File: src/rtl/uart_rx_pkg.sv
// uart_rx_pkg: shared types and constants for the UART receiver frame sequencer.
package uart_rx_pkg;

    localparam int DATA_WIDTH_DEF = 8;

    // Bit indices reported by edge_bit_counter.
    localparam logic [3:0] START_BIT  = 4'd0;
    localparam logic [3:0] PARITY_BIT = 4'(DATA_WIDTH_DEF + 1);

    // Supported oversampling ratios.
    localparam logic [5:0] PRESCALE_8  = 6'd8;
    localparam logic [5:0] PRESCALE_16 = 6'd16;
    localparam logic [5:0] PRESCALE_32 = 6'd32;

    typedef enum logic [2:0] {
        IDLE   = 3'd0,
        START  = 3'd1,
        DATA   = 3'd2,
        PARITY = 3'd3,
        STOP   = 3'd4,
        DONE   = 3'd5
    } rx_state_e;

    // The shared counter runs only while a bit of the frame is being timed.
    function automatic logic counter_active(input rx_state_e s);
        return (s == START) || (s == DATA) || (s == PARITY) || (s == STOP);
    endfunction

endpackage

File: src/rtl/uart_rx_fsm_if.sv
// uart_rx_fsm_if: line, counter, checker and strobe signals of the RX sequencer.
// With UART_RX_ERR_FLAGS_EN defined it also carries par_err_flag / stp_err_flag.
interface uart_rx_fsm_if #(
    parameter int Prescale_width = 6
);
    logic                      RX_IN;
    logic                      PAR_EN;
    logic [Prescale_width-1:0] Prescale;
    logic [Prescale_width-1:0] edge_cnt;
    logic [3:0]                bit_cnt;
    logic                      strt_glitch;
    logic                      par_err;
    logic                      stp_err;
    logic                      enable;
    logic                      dat_samp_en;
    logic                      deser_en;
    logic                      strt_chk_en;
    logic                      par_chk_en;
    logic                      stp_chk_en;
    logic                      data_valid;
`ifdef UART_RX_ERR_FLAGS_EN
    logic                      par_err_flag;
    logic                      stp_err_flag;
`endif

    // Sequencer side.
    modport slave (
        input  RX_IN, PAR_EN, Prescale, edge_cnt, bit_cnt,
        input  strt_glitch, par_err, stp_err,
        output enable, dat_samp_en, deser_en, strt_chk_en,
        output par_chk_en, stp_chk_en, data_valid
`ifdef UART_RX_ERR_FLAGS_EN
        , output par_err_flag, stp_err_flag
`endif
    );

    // Datapath / environment side.
    modport master (
        output RX_IN, PAR_EN, Prescale, edge_cnt, bit_cnt,
        output strt_glitch, par_err, stp_err,
        input  enable, dat_samp_en, deser_en, strt_chk_en,
        input  par_chk_en, stp_chk_en, data_valid
`ifdef UART_RX_ERR_FLAGS_EN
        , input par_err_flag, stp_err_flag
`endif
    );

endinterface

File: src/rtl/uart_rx_fsm.sv
// uart_rx_fsm: UART receive frame sequencer. Detects the start edge, steps the
// shared edge_bit_counter through start/data/parity/stop and issues the check
// and shift strobes; data_valid pulses once for an error-free frame.
// Optional macro UART_RX_ERR_FLAGS_EN adds sticky parity/stop error flags.
module uart_rx_fsm
    import uart_rx_pkg::*;
#(
    parameter int Prescale_width = 6,
    parameter int DATA_WIDTH     = DATA_WIDTH_DEF
) (
    input  logic         clk,
    input  logic         reset,
    uart_rx_fsm_if.slave bus
);

    rx_state_e                 state_q, state_d;
    logic                      par_en_q, par_en_d;
    logic [Prescale_width-1:0] prescale_q, prescale_d;
    logic                      frame_err_q, frame_err_d;
`ifdef UART_RX_ERR_FLAGS_EN
    logic                      par_flag_q, par_flag_d;
    logic                      stp_flag_q, stp_flag_d;
`endif

    logic [Prescale_width-1:0] last_edge_s;
    logic [Prescale_width-1:0] strobe_edge_s;
    logic                      at_last_s;
    logic                      at_strobe_s;
    logic                      last_data_bit_s;
    logic                      enable_s;
    logic                      strt_s;
    logic                      deser_s;
    logic                      par_s;
    logic                      stp_s;

    // Bit timing is taken from the Prescale latched at frame start.
    assign last_edge_s     = prescale_q - Prescale_width'(1);
    assign strobe_edge_s   = prescale_q - Prescale_width'(2);
    assign at_last_s       = (bus.edge_cnt == last_edge_s);
    assign at_strobe_s     = (bus.edge_cnt == strobe_edge_s);
    assign last_data_bit_s = (bus.bit_cnt == 4'(DATA_WIDTH));

    // Next-state and frame-configuration logic.
    always_comb begin
        state_d     = state_q;
        par_en_d    = par_en_q;
        prescale_d  = prescale_q;
        frame_err_d = frame_err_q;
`ifdef UART_RX_ERR_FLAGS_EN
        par_flag_d  = par_flag_q;
        stp_flag_d  = stp_flag_q;
`endif
        case (state_q)
            IDLE, DONE: begin
                if (!bus.RX_IN) begin
                    // Every frame start snapshots its configuration and clears errors.
                    state_d     = START;
                    par_en_d    = bus.PAR_EN;
                    prescale_d  = bus.Prescale;
                    frame_err_d = 1'b0;
`ifdef UART_RX_ERR_FLAGS_EN
                    par_flag_d  = 1'b0;
                    stp_flag_d  = 1'b0;
`endif
                end else begin
                    state_d = IDLE;
                end
            end
            START: begin
                if (at_last_s) begin
                    state_d = bus.strt_glitch ? IDLE : DATA;
                end else begin
                    state_d = START;
                end
            end
            DATA: begin
                if (at_last_s && last_data_bit_s) begin
                    state_d = par_en_q ? PARITY : STOP;
                end else begin
                    state_d = DATA;
                end
            end
            PARITY: begin
                if (at_last_s) begin
                    state_d     = STOP;
                    frame_err_d = bus.par_err;
`ifdef UART_RX_ERR_FLAGS_EN
                    par_flag_d  = par_flag_q | bus.par_err;
`endif
                end else begin
                    state_d = PARITY;
                end
            end
            STOP: begin
                if (at_last_s) begin
                    state_d    = (!bus.stp_err && !frame_err_q) ? DONE : IDLE;
`ifdef UART_RX_ERR_FLAGS_EN
                    stp_flag_d = stp_flag_q | bus.stp_err;
`endif
                end else begin
                    state_d = STOP;
                end
            end
            default: begin
                state_d = IDLE;
            end
        endcase
    end

    // State and latched frame configuration registers.
    always_ff @(posedge clk or posedge reset) begin
        if (reset) begin
            state_q     <= IDLE;
            par_en_q    <= 1'b0;
            prescale_q  <= '0;
            frame_err_q <= 1'b0;
`ifdef UART_RX_ERR_FLAGS_EN
            par_flag_q  <= 1'b0;
            stp_flag_q  <= 1'b0;
`endif
        end else begin
            state_q     <= state_d;
            par_en_q    <= par_en_d;
            prescale_q  <= prescale_d;
            frame_err_q <= frame_err_d;
`ifdef UART_RX_ERR_FLAGS_EN
            par_flag_q  <= par_flag_d;
            stp_flag_q  <= stp_flag_d;
`endif
        end
    end

    // Strobe decode: one pulse per bit, one edge before the bit's last edge.
    always_comb begin
        enable_s = counter_active(state_q);
        strt_s   = 1'b0;
        deser_s  = 1'b0;
        par_s    = 1'b0;
        stp_s    = 1'b0;
        case (state_q)
            START:   strt_s  = at_strobe_s;
            DATA:    deser_s = at_strobe_s;
            PARITY:  par_s   = at_strobe_s;
            STOP:    stp_s   = at_strobe_s;
            default: begin
                strt_s = 1'b0;
            end
        endcase
    end

    assign bus.enable      = enable_s;
    assign bus.dat_samp_en = enable_s;
    assign bus.deser_en    = deser_s;
    assign bus.strt_chk_en = strt_s;
    assign bus.par_chk_en  = par_s;
    assign bus.stp_chk_en  = stp_s;
    assign bus.data_valid  = (state_q == DONE);
`ifdef UART_RX_ERR_FLAGS_EN
    assign bus.par_err_flag = par_flag_q;
    assign bus.stp_err_flag = stp_flag_q;
`endif

endmodule
File: src/flat_wrapper.sv
// flat-port wrapper written by rule: the top's interface ports become plain ports
module uart_rx_fsm_flat import uart_rx_pkg::*;
#(
    parameter int Prescale_width = 6,
    parameter int DATA_WIDTH     = DATA_WIDTH_DEF
)
  (clk, reset, bus_RX_IN, bus_PAR_EN, bus_Prescale, bus_edge_cnt, bus_bit_cnt, bus_strt_glitch, bus_par_err, bus_stp_err, bus_enable, bus_dat_samp_en, bus_deser_en, bus_strt_chk_en, bus_par_chk_en, bus_stp_chk_en, bus_data_valid);
  uart_rx_fsm_if #(.Prescale_width(Prescale_width)) bus_i ();
  input  logic clk;
  input  logic reset;
  input wire logic [$bits(bus_i.RX_IN)-1:0] bus_RX_IN;
  input wire logic [$bits(bus_i.PAR_EN)-1:0] bus_PAR_EN;
  input wire logic [$bits(bus_i.Prescale)-1:0] bus_Prescale;
  input wire logic [$bits(bus_i.edge_cnt)-1:0] bus_edge_cnt;
  input wire logic [$bits(bus_i.bit_cnt)-1:0] bus_bit_cnt;
  input wire logic [$bits(bus_i.strt_glitch)-1:0] bus_strt_glitch;
  input wire logic [$bits(bus_i.par_err)-1:0] bus_par_err;
  input wire logic [$bits(bus_i.stp_err)-1:0] bus_stp_err;
  output wire logic [$bits(bus_i.enable)-1:0] bus_enable;
  output wire logic [$bits(bus_i.dat_samp_en)-1:0] bus_dat_samp_en;
  output wire logic [$bits(bus_i.deser_en)-1:0] bus_deser_en;
  output wire logic [$bits(bus_i.strt_chk_en)-1:0] bus_strt_chk_en;
  output wire logic [$bits(bus_i.par_chk_en)-1:0] bus_par_chk_en;
  output wire logic [$bits(bus_i.stp_chk_en)-1:0] bus_stp_chk_en;
  output wire logic [$bits(bus_i.data_valid)-1:0] bus_data_valid;
  assign bus_i.RX_IN = bus_RX_IN;
  assign bus_i.PAR_EN = bus_PAR_EN;
  assign bus_i.Prescale = bus_Prescale;
  assign bus_i.edge_cnt = bus_edge_cnt;
  assign bus_i.bit_cnt = bus_bit_cnt;
  assign bus_i.strt_glitch = bus_strt_glitch;
  assign bus_i.par_err = bus_par_err;
  assign bus_i.stp_err = bus_stp_err;
  assign bus_enable = bus_i.enable;
  assign bus_dat_samp_en = bus_i.dat_samp_en;
  assign bus_deser_en = bus_i.deser_en;
  assign bus_strt_chk_en = bus_i.strt_chk_en;
  assign bus_par_chk_en = bus_i.par_chk_en;
  assign bus_stp_chk_en = bus_i.stp_chk_en;
  assign bus_data_valid = bus_i.data_valid;
  uart_rx_fsm #(.Prescale_width(Prescale_width), .DATA_WIDTH(DATA_WIDTH)) u_core (.clk(clk), .reset(reset), .bus(bus_i));
endmodule
File: config.mk
export PLATFORM = sky130hd
export DESIGN_NAME = uart_rx_fsm_flat
export DESIGN_NICKNAME = d
export VERILOG_FILES = /design/src/rtl/uart_rx_pkg.sv /design/src/rtl/uart_rx_fsm_if.sv /design/src/rtl/uart_rx_fsm.sv /design/src/flat_wrapper.sv
export SDC_FILE = /design/constraint.sdc
export NUM_CORES = 1
export LEC_CHECK = 0
export BUFFER_PORTS_ARGS = -buffer_cell sky130_fd_sc_hd__buf_2
export CORE_MARGIN = 10
export CORE_UTILIZATION = 52
export DETAILED_ROUTE_END_ITERATION = 12
export PLACE_DENSITY = 0.86
export SYNTH_ARGS = -nofsm -noshare
export SYNTH_HDL_FRONTEND = slang
export SYNTH_SLANG_ARGS = --single-unit
export TNS_END_PERCENT = 1
File: constraint.sdc
create_clock -name clk -period 3.2 [get_ports clk]
set_input_delay 0.64 -clock clk [delete_from_list [all_inputs] [get_ports clk]]
set_output_delay 0.64 -clock clk [all_outputs]
set_load 0.03 [all_outputs]
[Word level (Yosys, flattened, before mapping)]
Index checks and enable logic that the tools add are counted.
Storage, ports and cells
  bits of input ports: 23
  output and inout bits: 7
  bits in registers: 11
  logic and storage cells: 45
Operators by class
  reduce and logical (&&, ||, !) cells: 12
  multiplexer cells: 16
  add/sub/neg operators: 2
  bitwise gates (word level): 1
  equal/unequal tests: 10
Operators by type and width (count)
  2-to-1 mux 3 bit: 6
  one-hot mux 3 bit (5 select lines): 1
  equality test 6 bit: 2
  2-to-1 mux 1 bit: 7
  equality test 3 x 2 -> 1 bit (second input constant): 2
  equality test 3 bit (second input constant): 2
  subtractor 6 x 1 -> 6 bit (second input constant): 1
  subtractor 6 x 2 -> 6 bit (second input constant): 1
  equality test 4 bit (second input constant): 1
  equality test 3 x 1 -> 1 bit (second input constant): 1
  logical NOT 3 bit: 1
  logical OR 1 bit: 3
  AND reduction 3 bit: 1
  logical AND 1 bit: 2
  logical NOT 1 bit: 2
  2-to-1 mux 2 bit: 1
  inequality test 2 x 1 -> 1 bit (second input constant): 1
  inequality test 2 bit (second input constant): 1
  one-hot mux 1 bit (2 select lines): 1
  AND reduction 2 bit: 1
  nonzero test 2 bit: 1
  OR reduction 2 bit: 1
  NOT 1 bit: 1

[Depth between registers and ports, before layout]
Gate-level depths: netlist of run 1.
  word-level depth: 5
  depth in mapped cells: 7
  depth with buffers taken out: 7

[Worst setup path before layout of run 1]
No wires, ideal clock.
  kind: reg-to-output
  from: register u_core.prescale_q[2]
  to: output bus_deser_en
  buffers on the path: 0
  required time: 2.560 ns
  stages on the path, launching flop included: 8
  slack: 0.064 ns
  data arrival time: 2.496 ns
  cells stage by stage: dfrtp_1 -> inv_1 -> ha_1 -> and2_1 -> o21a_1 -> o31ai_1 -> o2111ai_1 -> nor4b_1
On the way
  cells in the longest elaborated chain, start to end: 3
RTL lines
  start, declared: RTL line uart_rx_fsm.sv:18  | logic [Prescale_width-1:0] prescale_q, prescale_d;
  start signal, assigned: RTL line uart_rx_fsm.sv:124  | prescale_q <= prescale_d;
  subtractor 6 x 2 -> 6 bit: RTL line uart_rx_fsm.sv:38  | assign strobe_edge_s = prescale_q - Prescale_width'(2);
  equality test 6 bit: RTL line uart_rx_fsm.sv:40  | assign at_strobe_s = (bus.edge_cnt == strobe_edge_s);
  2-to-1 mux 1 bit: RTL line uart_rx_fsm.sv:140  | case (state_q)
  end, declared: RTL line flat_wrapper.sv:21  | output wire logic [$bits(bus_i.deser_en)-1:0] bus_deser_en;
Every way passes these cells.

[Worst setup path after layout of run 1]
  from: register u_core.prescale_q[1]
  to: output bus_par_chk_en
On the way
  cells in the longest elaborated chain, start to end: 3
RTL lines
  subtractor 6 x 2 -> 6 bit: RTL line uart_rx_fsm.sv:38
  equality test 6 bit: RTL line uart_rx_fsm.sv:40
  2-to-1 mux 1 bit: RTL line uart_rx_fsm.sv:140
  end, declared: RTL line flat_wrapper.sv:23  | output wire logic [$bits(bus_i.par_chk_en)-1:0] bus_par_chk_en;
Every way passes these cells.

==> impl_metrics.yaml, run 1 <==
floorplanning:
  die_w_microns: 60.5
  design.core.area_sq_um: 1520
  num_rows: 14
  die_h_microns: 60.5
  io_pins: 30
  die_area_sq_um: 3660
  start_util_pct: 56.0
synth:
  synth_enable_flop_cells: 0
  synth_top_area_share_pct: 32.3
  syn-mean-instance-area_sq_um: 9.28
  seq_area_frac_synth_pct: 32.3
  synth-seq-cells: 11
  syn_area_sq_um: 853
  ys_warn_count: 0
  synth_cell_types: 41
  synth_flop_cell: "dfrtp_1"
  syn_nets: 118
  ys_async_sr_fraction_pct: 100
  synth_area_leaders: "dfrtp_1 (32%), mux2_2 (9.2%), xnor2_1 (6.2%)"
  synth_top_area_cell: "dfrtp_1"
  synth_cells: 92
clocking:
  cts_max_path_buffers: 2
  cts.sinks: 11
  clk_pin_slew_ns: 0.07
  clk_latency_ns: 0.26
  cts_tree: "built"
  cts-htree-levels: 1
  clockRootBuffer: "clkbuf_4"
  cts_made_buffers: 3
final_layout:
  area_delta_synth_final_pct: 22.4
  layout-drive-gt1-share_pct: 37.7
  mostFrequentLayoutCells: "buf_2 (27), dfrtp_1 (10), nor2_1 (9)"
  nets: 149
  final_core_util_pct: 68.6
  stdcell_count: 138
  final_common_cell: "buf_2"
  diodes: 0
  final.fill_count: 124
pwr:
  pwr_density_cell_nw_per_um2: 799
  vdd_drop_max_mv: 0.554
  power_leakage_nw: 0.472
sta:
  slew_headroom_pct: 49.8
  setup_tns_ns: 0
  worst_slack_ns: 0.189
  grt_setup_unrepaired: "no"
  finalHoldViolCount: 0
  fmax_mhz: 332
  finalClockSkew_ns: 0.00802
  layout_min_cycle_time_ns: 3.01
  slew_viol_final: 0
  setup-violations-final: 0
  finalCritPeriodShare_pct: 94.1
  worst_pin_slew_ns: 0.747
drt:
  viasPerCell: 5.69
  wl_per_cell_microns: 16.0
  wl_microns: 2210
  via_count: 785
  drtIter0Drc: 27
  ant_nets: 0
  dr.pass1.iters: 4
  remaining_drc_errors: 0
critical_path:
  cp_max_fo: 4
  critical_path_class: "flop to output pin"
  cp-start-kind: "flop"
  arrival_ns: 2.37
  cp.required_ns: 2.56
  cp-end-kind: "output pin"
  cp_cell_sequence: "inv_1 > ha_1 > and2_1 > o21a_1 > o31ai_1 > o2111ai_2 > buf_4 > nor2_1 > buf_2"
  critPathSlowestCell: "dfrtp_1"
  critPathLaunch: "u_core.prescale_q[1]$_DFFE_PP0P_"
  r2r_setup_slack_ns: 1.00
  path_buf_inv: 3
  critPathMaxStageDelay_ns: 0.41
  critical_path.top_delay_family: "compound AO/OA/AOI/OAI gates"
  r2r-start: "u_core.prescale_q[1]$_DFFE_PP0P_"
place:
  post-place-ws_ns: 0.417
  place.gp.congestion: 0.899
  port-buffer-count: 29
  dp_hpwl_microns: 1760
  dp_cells: 133
grt:
  grt_pass1_vias: 871
  grt-ovfl-total: 0
  grt_max_degree: 12
  grt_pass1_wl_microns: 3770
  grt_use_total_pct: 12.9
  antenna_found_initial: 0
hold_path:
  min_path_type: "input port to asynchronous set/reset pin"
outcome:
  outcome: "finished, final reports clean"
flow_run:
  maxCapViolations: 0
-- synthesized netlist by cell type (all sizes together) (2+ instances only) --
cell type   n
a21oi       3
buf         2
clkbuf      2
dfrtp      11
ha          3
inv         6
mux2        7
nand2       4
nand3       3
nor2        9
nor2b       2
nor3        3
nor4b       3
o21ai       2
xnor2       6
xor2        4
-- cell families (layout without fill, tap and decap cells) --
logic type               count (synthesis)  in the layout  share of synthesized area [%]
adder cells (fa/ha/maj)                  3              3                           4.40
flip-flops                              11             11                           32.3
AO/OA/AOI/OAI                           18             18                           15.8
multiplexers                             7              7                           9.24
XOR/XNOR                                10             10                           11.1
AND/OR/NAND/NOR                         33             33                           21.4
buffers and inverters                   10             40                           5.72
-- state kept, by name (all words and copies together), names as in the netlist --
signal,cells
u_core.frame_err_q,1
u_core.state_q,3
u_core.par_en_q,1
u_core.prescale_q,6
-- power by group --
| group | internal [mW] | switching (mW) | total [mW] |
|---|---|---|---|
| Combinational | 0.216 | 0.245 | 0.461 |
| Clock | 0.0481 | 0.0429 | 0.0910 |
| Sequential | 0.196 | 0.0871 | 0.283 |
| Total | 0.460 | 0.375 | 0.835 |
-- what timing repair did --
item / 4_1_cts / 5_1_grt
endpoints found under the setup margin: 0 / 2
hold buffers: 0 / 0
buffers inserted: 0 / 1
resized for setup: 0 / 5
-- cell type report --
| type | instances | area, sq um | area share [%] |
|---|---|---|---|
| multi-input cells | 71 | 542 | 51.9 |
| well taps | 16 | 20.0 | 1.92 |
| flip-flops and latches | 11 | 277 | 26.5 |
| repair buffers | 30 | 158 | 15.1 |
| clock buffers | 4 | 26.3 | 2.51 |
| inverters | 6 | 22.5 | 2.16 |
-- final timing paths --
kind                       cells after the start                               end
max in group asynchronous                      2  u_core.prescale_q[2]$_DFFE_PP0P_
min                                            2    u_core.frame_err_q$_DFFE_PP0P_
min reg2reg                                    1       u_core.par_en_q$_DFFE_PP0P_
max reg2reg                                    7       u_core.state_q[1]$_DFF_PP0_
max                                            9                    bus_par_chk_en
min in group clk                               1       u_core.par_en_q$_DFFE_PP0P_
-- per-stage QoR --
step / hold WS [ns] / power, mW / instance area (sq um)
6_report: 0.351 / 0.835 / 1040
5_1_grt: 0.386 / 0.908 / 1040
4_1_cts: 0.370 / 0.809 / 1020
3_5_place_dp: 0.541 / 0.718 / 992
3_3_place_gp: 0.524 / 0.692 / 992
2_1_floorplan: 0.492 / 0.635 / 853
-- worst reg2reg max path: cells and delay by family, from the launching register on --
kind	cells	cell delay [ns]
DFF	1	0.42
and+or+nand+nor	2	0.53
adders and majority gates	1	0.19
buffers and inverters	1	0.12
AOI/OAI and AO/OA	3	0.84
-- routing by layer --
layer,track usage [%],routed length (microns),up-vias
li1,-,-,392
met1,14.9,939,371
met2,23.8,1180,18
met3,1.88,79,4
met4,3.76,17,0
met5,0,0,-
Note: power is estimated with default switching activity, not from simulation.
==> inputs of run 2 (changes only) <==
- BUFFER_PORTS_ARGS: -buffer_cell sky130_fd_sc_hd__buf_2 -> not set
- CORE_UTILIZATION: 52 -> 59
- DONT_BUFFER_PORTS: not set -> 1
- PLACE_DENSITY: 0.86 -> 0.78
==> run 2 against run 1 <==
  * Register-to-register slack better by 0.02 ns
  * Die area is 8.0% lower
  * Sequential power hardly changed
  * Critical path type unchanged
  * Critical endpoint unchanged
  * Largest cell class unchanged
==> impl_metrics.yaml, run 2 (same netlist as run 1, synthesis figures left out) <==
outcome:
  outcome: "finished, final reports clean"
clocking:
  cts-htree-levels: 1
  clk_pin_slew_ns: 0.07
  cts_made_buffers: 3
  clockRootBuffer: "clkbuf_4"
  cts.sinks: 11
  cts_max_path_buffers: 2
  cts_tree: "built"
  clk_latency_ns: 0.27
sta:
  setup-violations-final: 0
  slew_headroom_pct: 50.5
  layout_min_cycle_time_ns: 3.06
  finalClockSkew_ns: 0.00650
  finalHoldViolCount: 0
  worst_pin_slew_ns: 0.738
  fmax_mhz: 327
  worst_slack_ns: 0.138
  setup_tns_ns: 0
  slew_viol_final: 0
  finalCritPeriodShare_pct: 95.7
  grt_setup_unrepaired: "no"
critical_path:
  cp.required_ns: 2.56
  arrival_ns: 2.42
  cp-end-kind: "output pin"
  r2r_setup_slack_ns: 1.02
  critical_path_class: "flop to output pin"
  cp-start-kind: "flop"
  cp_max_fo: 7
grt:
  antenna_found_initial: 0
  grt_max_degree: 12
  grt_pass1_wl_microns: 3340
  grt_pass1_vias: 722
  grt_use_total_pct: 12.5
  grt-ovfl-total: 0
floorplanning:
  design.core.area_sq_um: 1330
  io_pins: 30
  start_util_pct: 64.0
  num_rows: 13
  die_w_microns: 58.0
  die_h_microns: 58.0
  die_area_sq_um: 3370
drt:
  wl_microns: 1990
  remaining_drc_errors: 0
  viasPerCell: 6.41
  drtIter0Drc: 11
  wl_per_cell_microns: 17.9
  via_count: 712
  dr.pass1.iters: 4
  ant_nets: 0
final_layout:
  largest_reg_flops: 6
  top_regs: "u_core.prescale_q x6, u_core.state_q x3"
  final_core_util_pct: 68.6
  layout-drive-gt1-share_pct: 19.8
  largest_register: "u_core.prescale_q"
  area_delta_synth_final_pct: 7.18
  nets: 123
  final_common_cell: "dfrtp_1"
  mostFrequentLayoutCells: "dfrtp_1 (11), nor2_1 (9), mux2_2 (7)"
  diodes: 0
pwr:
  power_leakage_nw: 0.370
  vdd_drop_max_mv: 0.457
  pwr_density_cell_nw_per_um2: 879
hold_path:
  min_path_type: "input port to asynchronous set/reset pin"
place:
  place.gp.congestion: 0.830
  dp_hpwl_microns: 1670
  port-buffer-count: 0
  post-place-ws_ns: 0.389
flow_run:
  maxCapViolations: 0
==> run 2: final timing paths <==
check	from	to	cells after the start
max	u_core.prescale_q[2]$_DFFE_PP0P_	bus_par_chk_en	7
min	reset	u_core.prescale_q[1]$_DFFE_PP0P_	1
max reg2reg	u_core.prescale_q[2]$_DFFE_PP0P_	u_core.state_q[1]$_DFF_PP0_	7
min reg2reg	u_core.par_en_q$_DFFE_PP0P_	u_core.par_en_q$_DFFE_PP0P_	1
max in group asynchronous	reset	u_core.prescale_q[5]$_DFFE_PP0P_	1
min in group clk	bus_Prescale[1]	u_core.prescale_q[1]$_DFFE_PP0P_	1
==> run 2: critical path, stage by stage, from the launching register on <==
cell and delay (ns):
dfrtp_1 0.45, inv_1 0.10, ha_1 0.21, and2_1 0.19
o21a_1 0.19, o31ai_1 0.26, o2111ai_2 0.24, nor2_1 0.51
==> run 2: metrics by stage <==
stage	std cells	power [mW]	cell area, sq um	hold WS (ns)
after CTS	111	0.800	902	0.254
after floorplan	92	0.635	853	0.492
final	111	0.804	915	0.236
after global routing	111	0.875	915	0.259
after detailed placement	107	0.703	876	0.541
after global placement	107	0.682	876	0.527
==> run 2: area by class of cell <==
cell class	count	area, sq um
Timing Repair Buffer	4	30.0
Clock buffer	4	26.3
Inverter	6	22.5
Tap cell	15	18.8
Fill cell	124	419
Multi-Input combinational cell	71	542
Sequential cell	11	275
==> run 2: per-layer routing <==
layer,up-vias,track usage [%],wire (microns)
li1,339,-,-
met1,334,13.3,808
met2,32,19.8,938
met3,7,7.41,207
met4,0,5.03,34
met5,-,0,0
==> run 2: what timing repair did <==
action,CTS,global route
gates resized for setup,0,2
hold buffers,0,0
buffers inserted,0,0
endpoints found under the setup margin,0,1
==> run 2: power by group <==
part / internal (mW) / switching [mW]
Combinational: 0.204 / 0.224
Sequential: 0.194 / 0.0872
Clock: 0.0483 / 0.0457
